File: src/rtl/traffic_sequencer.sv
// traffic_sequencer: programmable phase table stepped on a 1 ms tick with pause, skip, trim and flicker
// Ports: clk/reset_n (async active-low); tick, pause, next_req, adj_inc/adj_dec control timing;
// wr_* write one table entry; last_wr/last_data set the final phase index;
// phase, remaining, cur_dur, lights, phase_start, paused report the running state.
module traffic_sequencer #(
  parameter int N_PHASES      = 16,
  parameter int LIGHT_W       = 10,
  parameter int DUR_W         = 6,
  parameter int TICKS_PER_SEC = 1000,
  parameter int FLICKER_TICKS = 125,
  localparam int PW = $clog2(N_PHASES)
) (
  input  logic               clk,
  input  logic               reset_n,
  input  logic               tick,
  input  logic               pause,
  input  logic               next_req,
  input  logic               adj_inc,
  input  logic               adj_dec,
  input  logic               wr_en,
  input  logic [PW-1:0]      wr_addr,
  input  logic [DUR_W-1:0]   wr_dur,
  input  logic [LIGHT_W-1:0] wr_on,
  input  logic [LIGHT_W-1:0] wr_off,
  input  logic               last_wr,
  input  logic [PW-1:0]      last_data,
  output logic [PW-1:0]      phase,
  output logic [DUR_W-1:0]   remaining,
  output logic [DUR_W-1:0]   cur_dur,
  output logic [LIGHT_W-1:0] lights,
  output logic               phase_start,
  output logic               paused
);
  localparam int SW = $clog2(TICKS_PER_SEC + 1);
  localparam int FW = $clog2(FLICKER_TICKS + 1);
  typedef enum logic [1:0] {INIT, RUN, HOLD} state_t;
  state_t state;
  logic [DUR_W-1:0]   dur_t [N_PHASES];
  logic [LIGHT_W-1:0] on_t  [N_PHASES];
  logic [LIGHT_W-1:0] off_t [N_PHASES];
  logic [PW-1:0]      last_phase, nxt, load_idx;
  logic [SW-1:0]      subsec;
  logic [FW-1:0]      flick_cnt;
  logic               flick, sec, active, clamp, adv, wr_hit, trim, cap_en, flick_wrap;
  logic [DUR_W-1:0]   trim_dur, new_cap, rem_run, rem_n;
  // A stored duration of 0 still runs for one second.
  function automatic logic [DUR_W-1:0] eff(input logic [DUR_W-1:0] d);
    return d == '0 ? DUR_W'(1) : d;
  endfunction
  assign cur_dur = dur_t[phase];
  always_comb begin
    sec        = tick && subsec == SW'(TICKS_PER_SEC - 1);
    active     = state == RUN || state == HOLD;
    // Shrinking the sequence below the current phase restarts from entry 0.
    clamp      = active && phase > last_phase;
    adv        = active && !clamp && (next_req || (state == RUN && sec && remaining <= DUR_W'(1)));
    nxt        = phase == last_phase ? '0 : phase + PW'(1);
    load_idx   = clamp ? '0 : nxt;
    wr_hit     = wr_en && wr_addr == phase;
    trim       = !wr_hit && (adj_inc ^ adj_dec);
    trim_dur   = adj_inc ? (cur_dur == {DUR_W{1'b1}} ? cur_dur : cur_dur + DUR_W'(1))
                         : (cur_dur <= DUR_W'(1) ? DUR_W'(1) : cur_dur - DUR_W'(1));
    new_cap    = wr_hit ? eff(wr_dur) : trim_dur;
    cap_en     = wr_hit || trim;
    rem_run    = (state == RUN && sec) ? remaining - DUR_W'(1) : remaining;
    rem_n      = (cap_en && new_cap < rem_run) ? new_cap : rem_run;
    flick_wrap = flick_cnt == FW'(FLICKER_TICKS - 1);
  end
  always_ff @(posedge clk or negedge reset_n) begin
    if (!reset_n) begin
      for (int i = 0; i < N_PHASES; i++) begin
        dur_t[i] <= '0;
        on_t[i]  <= '0;
        off_t[i] <= '0;
      end
      last_phase  <= PW'(N_PHASES - 1);
      subsec      <= '0;
      flick_cnt   <= '0;
      flick       <= 1'b0;
      phase       <= '0;
      remaining   <= '0;
      lights      <= '0;
      phase_start <= 1'b0;
      paused      <= 1'b0;
      state       <= INIT;
    end else begin
      phase_start <= 1'b0;
      if (wr_en) begin
        dur_t[wr_addr] <= wr_dur;
        on_t[wr_addr]  <= wr_on;
        off_t[wr_addr] <= wr_off;
      end
      if (trim) dur_t[phase] <= trim_dur;
      if (last_wr) last_phase <= last_data > PW'(N_PHASES - 1) ? PW'(N_PHASES - 1) : last_data;
      if (state != HOLD && tick) subsec <= sec ? '0 : subsec + SW'(1);
      if (active && tick) begin
        flick_cnt <= flick_wrap ? '0 : flick_cnt + FW'(1);
        if (flick_wrap) flick <= ~flick;
      end
      lights <= flick ? off_t[phase] : on_t[phase];
      if (state == INIT) begin
        phase       <= '0;
        remaining   <= eff(dur_t[0]);
        subsec      <= '0;
        phase_start <= 1'b1;
      end else if (clamp || adv) begin
        phase       <= load_idx;
        remaining   <= eff(dur_t[load_idx]);
        subsec      <= '0;
        flick       <= 1'b0;
        flick_cnt   <= '0;
        phase_start <= 1'b1;
      end else begin
        remaining <= rem_n;
      end
      state  <= (state != INIT && pause) ? HOLD : RUN;
      paused <= state != INIT && pause;
    end
  end
endmodule

File: config.mk
export PLATFORM = sky130hd
export DESIGN_NAME = traffic_sequencer
export DESIGN_NICKNAME = d
export VERILOG_FILES = /design/src/rtl/traffic_sequencer.sv
export SDC_FILE = /design/constraint.sdc
export NUM_CORES = 1
export LEC_CHECK = 0
export CAP_MARGIN = 20
export CELL_PAD_IN_SITES_DETAIL_PLACEMENT = 1
export CELL_PAD_IN_SITES_GLOBAL_PLACEMENT = 2
export CORE_AREA = 2 2 185 278
export DETAILED_ROUTE_END_ITERATION = 8
export DIE_AREA = 0 0 187 280
export GPL_TIMING_DRIVEN = 1
export PLACE_DENSITY_LB_ADDON = 0.1
export SYNTH_ARGS = -nofsm -noshare
export SYNTH_HDL_FRONTEND = slang
export SYNTH_SLANG_ARGS = --single-unit
export TNS_END_PERCENT = 100
File: constraint.sdc
create_clock -name clk -period 9 [get_ports clk]
set_input_delay 1.35 -clock clk [delete_from_list [all_inputs] [get_ports clk]]
set_output_delay 1.35 -clock clk [all_outputs]
set_load 0.05 [all_outputs]
== Yosys cells after proc, flatten, opt, wreduce, memory -nomap -nowiden ==
Index checks and enable logic that the tools add are counted.

* Flip-flop bits (word level): 462
* Input port bits: 43
* Output and inout port bits: 28
* Word-level logic and storage cells: 170

* Add/subtract/negate cells: 6
* $lt $le $gt $ge: 10
* Equality and inequality tests: 8
* Multiplexer cells: 56
* Bitwise gates (word level): 5
* Reduce and logical (&&, ||, !) cells: 27

{| class="wikitable"
|+ Operators with widths
! kind !! number
|-
| 160-bit bitwise mux || 2
|-
| 96-bit bitwise mux || 2
|-
| 96-bit 2-to-1 mux || 2
|-
| 6-bit 2-to-1 mux || 17
|-
| 10-bit 2-to-1 mux || 10
|-
| 10-bit binary-select mux with 4-bit select || 2
|-
| 6-bit binary-select mux with 4-bit select || 2
|-
| 6-bit demux with 4-bit select || 2
|-
| 10-bit demux with 4-bit select || 1
|-
| 7-bit 2-to-1 mux || 4
|-
| 4-bit 2-to-1 mux || 5
|-
| 6-bit zero test || 3
|-
| 5-bit >= comparator (second input constant) || 3
|-
| 4-bit inverter with 5-bit output || 3
|-
| 1-bit logical AND || 14
|-
| 6-bit by 1-bit less-or-equal comparator with 1-bit output (second input constant) || 2
|-
| 6-bit by 1-bit subtractor with 6-bit output (second input constant) || 2
|-
| 10-bit by 1-bit adder with 10-bit output (second input constant) || 1
|-
| 10-bit equality test (second input constant) || 1
|-
| 5-bit by 1-bit less-than comparator with 1-bit output (second input constant) || 2
|-
| 4-bit equality test || 2
|-
| 7-bit by 1-bit adder with 7-bit output (second input constant) || 1
|-
| 7-bit equality test (second input constant) || 1
|-
| 6-bit by 1-bit adder with 6-bit output (second input constant) || 1
|-
| other kinds (17) || 27
|}

== Longest topological paths before layout ==
* Word-level depth: 13
* Mapped depth: 23
* Gate-level depth less buffers: 19

== Worst setup path after synthesis ==
No wires, ideal clock.

* Kind: flip-flop to flip-flop
* Start: reg phase[0]
* End: reg remaining[0]
* Setup time: 0.124 ns
* Data arrival time: 5.325 ns
* Required time: 8.876 ns
* Path slack: 3.551 ns
* Stages on the path, launching flop included: 22
* Path buffers: 2
* Clock period less this slack: 5.449 ns
* Cell sequence: dfrtp_1 -> buf_2 -> mux4_2 -> a22oi_1 -> nand2_1 -> inv_1 -> ha_1 -> nor2_1 -> nor4_4 -> o21ai_0 -> o21ai_2 -> clkbuf_1 -> o21ai_0 -> ha_1 -> a21o_1 -> a21o_1 -> a21oi_1 -> o21ai_0 -> or3_1 -> o21ai_2 -> a211oi_2 -> a211o_1

* Word-level cells in the longest chain between the ends: 13
* Elaborated cells between the ends (all ways): 38
* Classes of those cells: 3 x add/sub; 3 x order compare; 3 x eq/ne; 16 x mux; 2 x bitwise; 11 x reduce/logical

{| class="wikitable"
|+ RTL lines
! element !! line !! text
|-
| from (decl) || 27 || <nowiki>output logic [PW-1:0] phase,</nowiki>
|-
| from (signal assigned) || 107 || <nowiki>phase <= load_idx;</nowiki>
|-
| 4-bit inverter with 5-bit output (not written as such) (*) || 50 || <nowiki>assign cur_dur = dur_t[phase];</nowiki>
|-
| 6-bit binary-select mux with 4-bit select (*) || 50 ||
|-
| 6-bit 2-to-1 mux (not written as such) (*) (2 in series) || 50 ||
|-
| named net cur_dur[0] || 29 || <nowiki>output logic [DUR_W-1:0] cur_dur,</nowiki>
|-
| 6-bit by 1-bit subtractor with 6-bit output, or another cell as far along || 62 || <nowiki>: (cur_dur <= DUR_W'(1) ? DUR_W'(1) : cur_dur - DUR_W'(1));</nowiki>
|-
| 6-bit 2-to-1 mux (on tied branches) || 62, 61 ||
|-
| 6-bit 2-to-1 mux (*) || 61 || <nowiki>trim_dur = adj_inc ? (cur_dur == {DUR_W{1'b1}} ? cur_dur : cur_dur + DUR_W'(1))</nowiki>
|-
| 6-bit 2-to-1 mux (*) || 63 || <nowiki>new_cap = wr_hit ? eff(wr_dur) : trim_dur;</nowiki>
|-
| 6-bit less-than comparator || 66 || <nowiki>rem_n = (cap_en && new_cap < rem_run) ? new_cap : rem_run;</nowiki>
|-
| 1-bit logical AND || 66 ||
|-
| 6-bit 2-to-1 mux (*) || 66 ||
|-
| 6-bit 2-to-1 mux (*) || 106 || <nowiki>end else if (clamp || adv) begin</nowiki>
|-
| 6-bit 2-to-1 mux (*) || 101 || <nowiki>if (state == INIT) begin</nowiki>
|-
| to (signal assigned) || 103 || <nowiki>remaining <= eff(dur_t[0]);</nowiki>
|-
| to (signal assigned) || 108 || <nowiki>remaining <= eff(dur_t[load_idx]);</nowiki>
|-
| to (signal assigned) || 114 || <nowiki>remaining <= rem_n;</nowiki>
|-
| to (decl) || 28 || <nowiki>output logic [DUR_W-1:0] remaining,</nowiki>
|}

Mark *: on every way through the listed nets, which the timed path passes. The rest lies on a longest branch. The select of a mux whose other input is x is not followed.
A chain may end at the register's enable or synchronous reset.

== Worst setup path in the final report ==
* Start: reg phase[1]
* End: reg remaining[0]

* Word-level cells in the longest chain between the ends: 13
* Elaborated cells between the ends (all ways): 38
* Classes of those cells: 3 x add/sub; 3 x order compare; 3 x eq/ne; 16 x mux; 2 x bitwise; 11 x reduce/logical

{| class="wikitable"
|+ RTL lines
! element !! line
|-
| 4-bit inverter with 5-bit output (not written as such) || 50
|-
| 6-bit binary-select mux with 4-bit select || 50
|-
| 6-bit 2-to-1 mux (not written as such) (2 in series) || 50
|-
| 6-bit by 1-bit subtractor with 6-bit output, or another cell as far along || 62
|-
| 6-bit 2-to-1 mux (on tied branches) || 62, 61
|-
| 6-bit 2-to-1 mux || 61
|-
| 6-bit 2-to-1 mux || 63
|-
| 6-bit less-than comparator || 66
|-
| 1-bit logical AND || 66
|-
| 6-bit 2-to-1 mux || 66
|-
| 6-bit 2-to-1 mux (*) || 106
|-
| 6-bit 2-to-1 mux (*) || 101
|}

Mark *: on every way between the ends. The rest lies on a longest branch, timed or not. The select of a mux whose other input is x is not followed.

==> flow_summary.yaml <==
status:
  status: "complete, no violations"
synth:
  yosys_most_used_dff: "sky130_fd_sc_hd__dfrtp_1"
  synth-adder-area-share: 0.0121
  synthArstFlopShare: 1.00
  synth.most_common_cell: "sky130_fd_sc_hd__dfrtp_1"
  synth_compound_area_frac: 0.0623
  synthesized_area_um2: 23700
  postSynthRegisterBits: 461
  number_of_enable_type_register_cells_in_the_synthesized_netlist: 0
  yosysWarnings: 0
  ys_seq_area_frac: 0.486
  netlist_top_cells_count: "sky130_fd_sc_hd__dfrtp_1, sky130_fd_sc_hd__mux2_2, sky130_fd_sc_hd__nand2_1, sky130_fd_sc_hd__mux4_2, sky130_fd_sc_hd__clkbuf_1"
  synthXorXnorAreaFrac: 0.00922
  synthDominantCellAreaShare: 0.482
  synth_simple_gate_area_share: 0.0635
  avgSynthCellArea_um2: 13.0
  combinational_family_with_the_most_area_after_synthesis: "multiplexers"
  ys_top_cells_by_area: "sky130_fd_sc_hd__dfrtp_1, sky130_fd_sc_hd__mux2_2, sky130_fd_sc_hd__mux4_2, sky130_fd_sc_hd__nand2_1, sky130_fd_sc_hd__mux2i_1"
  post_synth_inst_count: 1823
  synth_top_area_cell: "sky130_fd_sc_hd__dfrtp_1"
  synth_mux_area_frac: 0.339
  yosys.cell_types.count: 71
  synthesis.nets: 1889
hold_path:
  worst_hold_path.endpoint: "off_t[13]$_DFFE_PN0P_"
  timing.hold.worst.class: "reg2reg"
  timing.hold.worst_path_depth: 1
  min-delay-start: "off_t[13]$_DFFE_PN0P_"
layout:
  finalNonFillerCells: 2546
  postLayoutCoreUtil: 0.533
  post_route_cells_drive_above_1_share: 0.372
  area.growth.synth_to_final_pct: 12.6
  layout.nets: 1903
routing:
  top_layer: "met4"
  routed_wirelength_um: 75500
  post_drt_wl_per_cell_um: 29.7
  remaining_routing_drc_violations: 0
  drt-initial-drc-count: 905
  met3_length_um: 2810
  antenna_left: 0
  first_pass_iters: 5
  vias_per_cell: 6.22
  met2WireLength_um: 38800
  vias: 15800
  m1_wl_um: 30500
place:
  place_congestion: 0.912
  dpl.cell_count: 2456
  buffer_ports.inserted: 70
  dp.final_hpwl_um: 46600
die:
  row_count: 101
  ioPinCount: 71
  core_um2: 50200
  floorplan.initialDensity: 0.473
  die-width_um: 187
  die_area_um2: 52400
  die_h_um: 280
clock_tree:
  cts_resized: 0
  tritoncts.num_buffers: 47
  tritoncts_clock_tree: "built"
  clk_pin_slew_ns: 0.06
  htreeDepth: 2
  insertion_delay_ns: 0.60
  clock-sinks: 461
  cts_hold_repair.buffers: 0
  clk_root_buffer_cell: "sky130_fd_sc_hd__clkbuf_16"
  clock_tree.buffer_depth: 3
  post_cts.repair.setup_buffers: 0
setup_path:
  cp-end-kind: "flip-flop"
  worstRegToRegCells: 20
  critPathMaxFanout: 36
  start_kind: "flip-flop"
  setup.reg_to_reg.worst_slack_ns: 2.65
  worstPathRequired_ns: 9.47
  reg2reg_to: "remaining[0]$_DFF_PN0_"
  rr_startpoint: "phase[1]$_DFFE_PN0P_"
  criticalPathCategory: "reg2reg"
  arrival_ns: 6.82
global_routing:
  grt_first_pass_wirelength_um: 114000
  grt_start_max_net_pins: 183
  total_routing_resource_utilization_after_global_routing: 0.294
  first_global_vias: 17400
  grt_antenna_before_repair: 0
  global_route_congestion_overflow_total: 0
timing:
  period_share: 0.705
  setup_total_negative_slack_ns: 0
  final-hold-violation-count: 0
  report.final.setup_viol: 0
  layout_min_cycle_time_ns: 6.35
  rsz0062_at_grt: "no"
  fin_worst_hold_slack_ns: 0.499
  skew_ns: 0.0212
  report.final.slew_viol_count: 0
  timing_worst_slew_pin_value_ns: 1.16
  worst_slew_margin_rel: 0.225
  maxClockFrequency_ghz: 0.158
power:
  vdd.ir_drop.worst_v: 0.000200
  total_power_per_unit_cell_area_nw_per_um2: 323
  power.static_leakage_nw: 11.2
job:
  cap_viol_max_count: 0
## cell families after synthesis
logic type / count (synthesis)
buffers and inverters: 163
XOR/XNOR: 25
adder cells (fa/ha/maj): 23
AND/OR/NAND/NOR: 323
flip-flops: 461
multiplexers: 593
AO/OA/AOI/OAI: 235
## worst max-delay path, stage by stage (launching register included)
cell,delay (ns)
sky130_fd_sc_hd__dfrtp_4,0.88
sky130_fd_sc_hd__buf_4,0.56
sky130_fd_sc_hd__mux4_2,0.41
sky130_fd_sc_hd__a22oi_1,0.20
sky130_fd_sc_hd__nand2_1,0.28
sky130_fd_sc_hd__inv_1,0.14
sky130_fd_sc_hd__ha_1,0.24
sky130_fd_sc_hd__nor2_1,0.10
sky130_fd_sc_hd__nor4_4,0.22
sky130_fd_sc_hd__a21oi_2,0.16
sky130_fd_sc_hd__a2bb2oi_2,0.76
sky130_fd_sc_hd__a21oi_1,0.25
sky130_fd_sc_hd__ha_1,0.27
sky130_fd_sc_hd__a21o_1,0.18
sky130_fd_sc_hd__a21o_1,0.17
sky130_fd_sc_hd__a21oi_1,0.12
sky130_fd_sc_hd__o21ai_0,0.13
sky130_fd_sc_hd__or3_1,0.41
sky130_fd_sc_hd__o21ai_2,0.37
sky130_fd_sc_hd__a211oi_2,0.13
sky130_fd_sc_hd__a211o_1,0.24
## power by group
group,switching (W),internal (W),total (W)
clock network,0.000883,0.00122,0.00210
registers,0.000433,0.00262,0.00305
logic,0.00190,0.00158,0.00349
total,0.00322,0.00542,0.00864
## layer usage
layer / vias up / GRT usage
met5: - / 0
met1: 8509 / 0.361
li1: 6770 / -
met4: 0 / 0.128
met3: 156 / 0.0363
met2: 395 / 0.522
## how the worst max path moves through the flow
stage | slack, ns | depth (start not counted) | endpoint | startpoint
floorplan | 3.55 | 21 | remaining[0]$_DFF_PN0_ | phase[0]$_DFFE_PN0P_
global placement | 2.88 | 20 | remaining[0]$_DFF_PN0_ | phase[1]$_DFFE_PN0P_
detailed placement | 2.75 | 20 | remaining[0]$_DFF_PN0_ | phase[1]$_DFFE_PN0P_
CTS | 2.73 | 20 | remaining[0]$_DFF_PN0_ | phase[1]$_DFFE_PN0P_
global route | 2.31 | 20 | remaining[0]$_DFF_PN0_ | phase[1]$_DFFE_PN0P_
finish | 2.65 | 20 | remaining[0]$_DFF_PN0_ | phase[1]$_DFFE_PN0P_
## area by class of cell
class,count,area (um^2)
antenna,1,2.50
inverter,20,75.1
multi-input combinational,1199,11600
fill,5004,23400
clock inverter,17,240
clock buffer,71,1420
sequential,461,11600
timing repair buffer,108,1000
tap,669,837
## through the flow
step / power, W / setup slack [ns] / cell area, um^2
finish: 0.00864 / 2.65 / 26700
detailed placement: 0.00656 / 2.75 / 25100
floorplan: 0.00545 / 3.55 / 23700
CTS: 0.00870 / 2.73 / 26700
global placement: 0.00644 / 2.88 / 25100
global route: 0.00910 / 2.31 / 26700
## layout by cell type, fill, tap and decap left out, types with 8 or more instances in the layout
cell                              count
sky130_fd_sc_hd__o21ai_1             25
sky130_fd_sc_hd__clkbuf_8            13
sky130_fd_sc_hd__and3_1              13
sky130_fd_sc_hd__o21ai_0             93
sky130_fd_sc_hd__or3_1                9
sky130_fd_sc_hd__mux2i_1             49
sky130_fd_sc_hd__xor2_1              12
sky130_fd_sc_hd__mux2_2             416
sky130_fd_sc_hd__a22oi_1             11
sky130_fd_sc_hd__clkbuf_1            10
sky130_fd_sc_hd__o221ai_1             8
sky130_fd_sc_hd__nor3_1              15
sky130_fd_sc_hd__nor2_1              55
sky130_fd_sc_hd__clkdlybuf4s50_1     69
sky130_fd_sc_hd__ha_1                23
sky130_fd_sc_hd__nor2_4               9
sky130_fd_sc_hd__xnor2_1             13
sky130_fd_sc_hd__mux4_2             123
sky130_fd_sc_hd__nand3_1             23
sky130_fd_sc_hd__nand2b_1             8
sky130_fd_sc_hd__buf_4               37
sky130_fd_sc_hd__dfrtp_1            453
sky130_fd_sc_hd__nand2_1            140
sky130_fd_sc_hd__inv_1               17
sky130_fd_sc_hd__clkbuf_16           48
sky130_fd_sc_hd__a21oi_1             34
sky130_fd_sc_hd__nand4_1             11
## registers in the layout (all words and copies together), names as in the netlist, 4 cells and up
| register | flops |
|---|---|
| lights | 10 |
| phase | 4 |
| dur_t | 96 |
| off_t | 160 |
| on_t | 160 |
| last_phase | 4 |
| subsec | 10 |
| remaining | 6 |
| flick_cnt | 7 |
No activity file was read; power rests on OpenSTA's default activity.
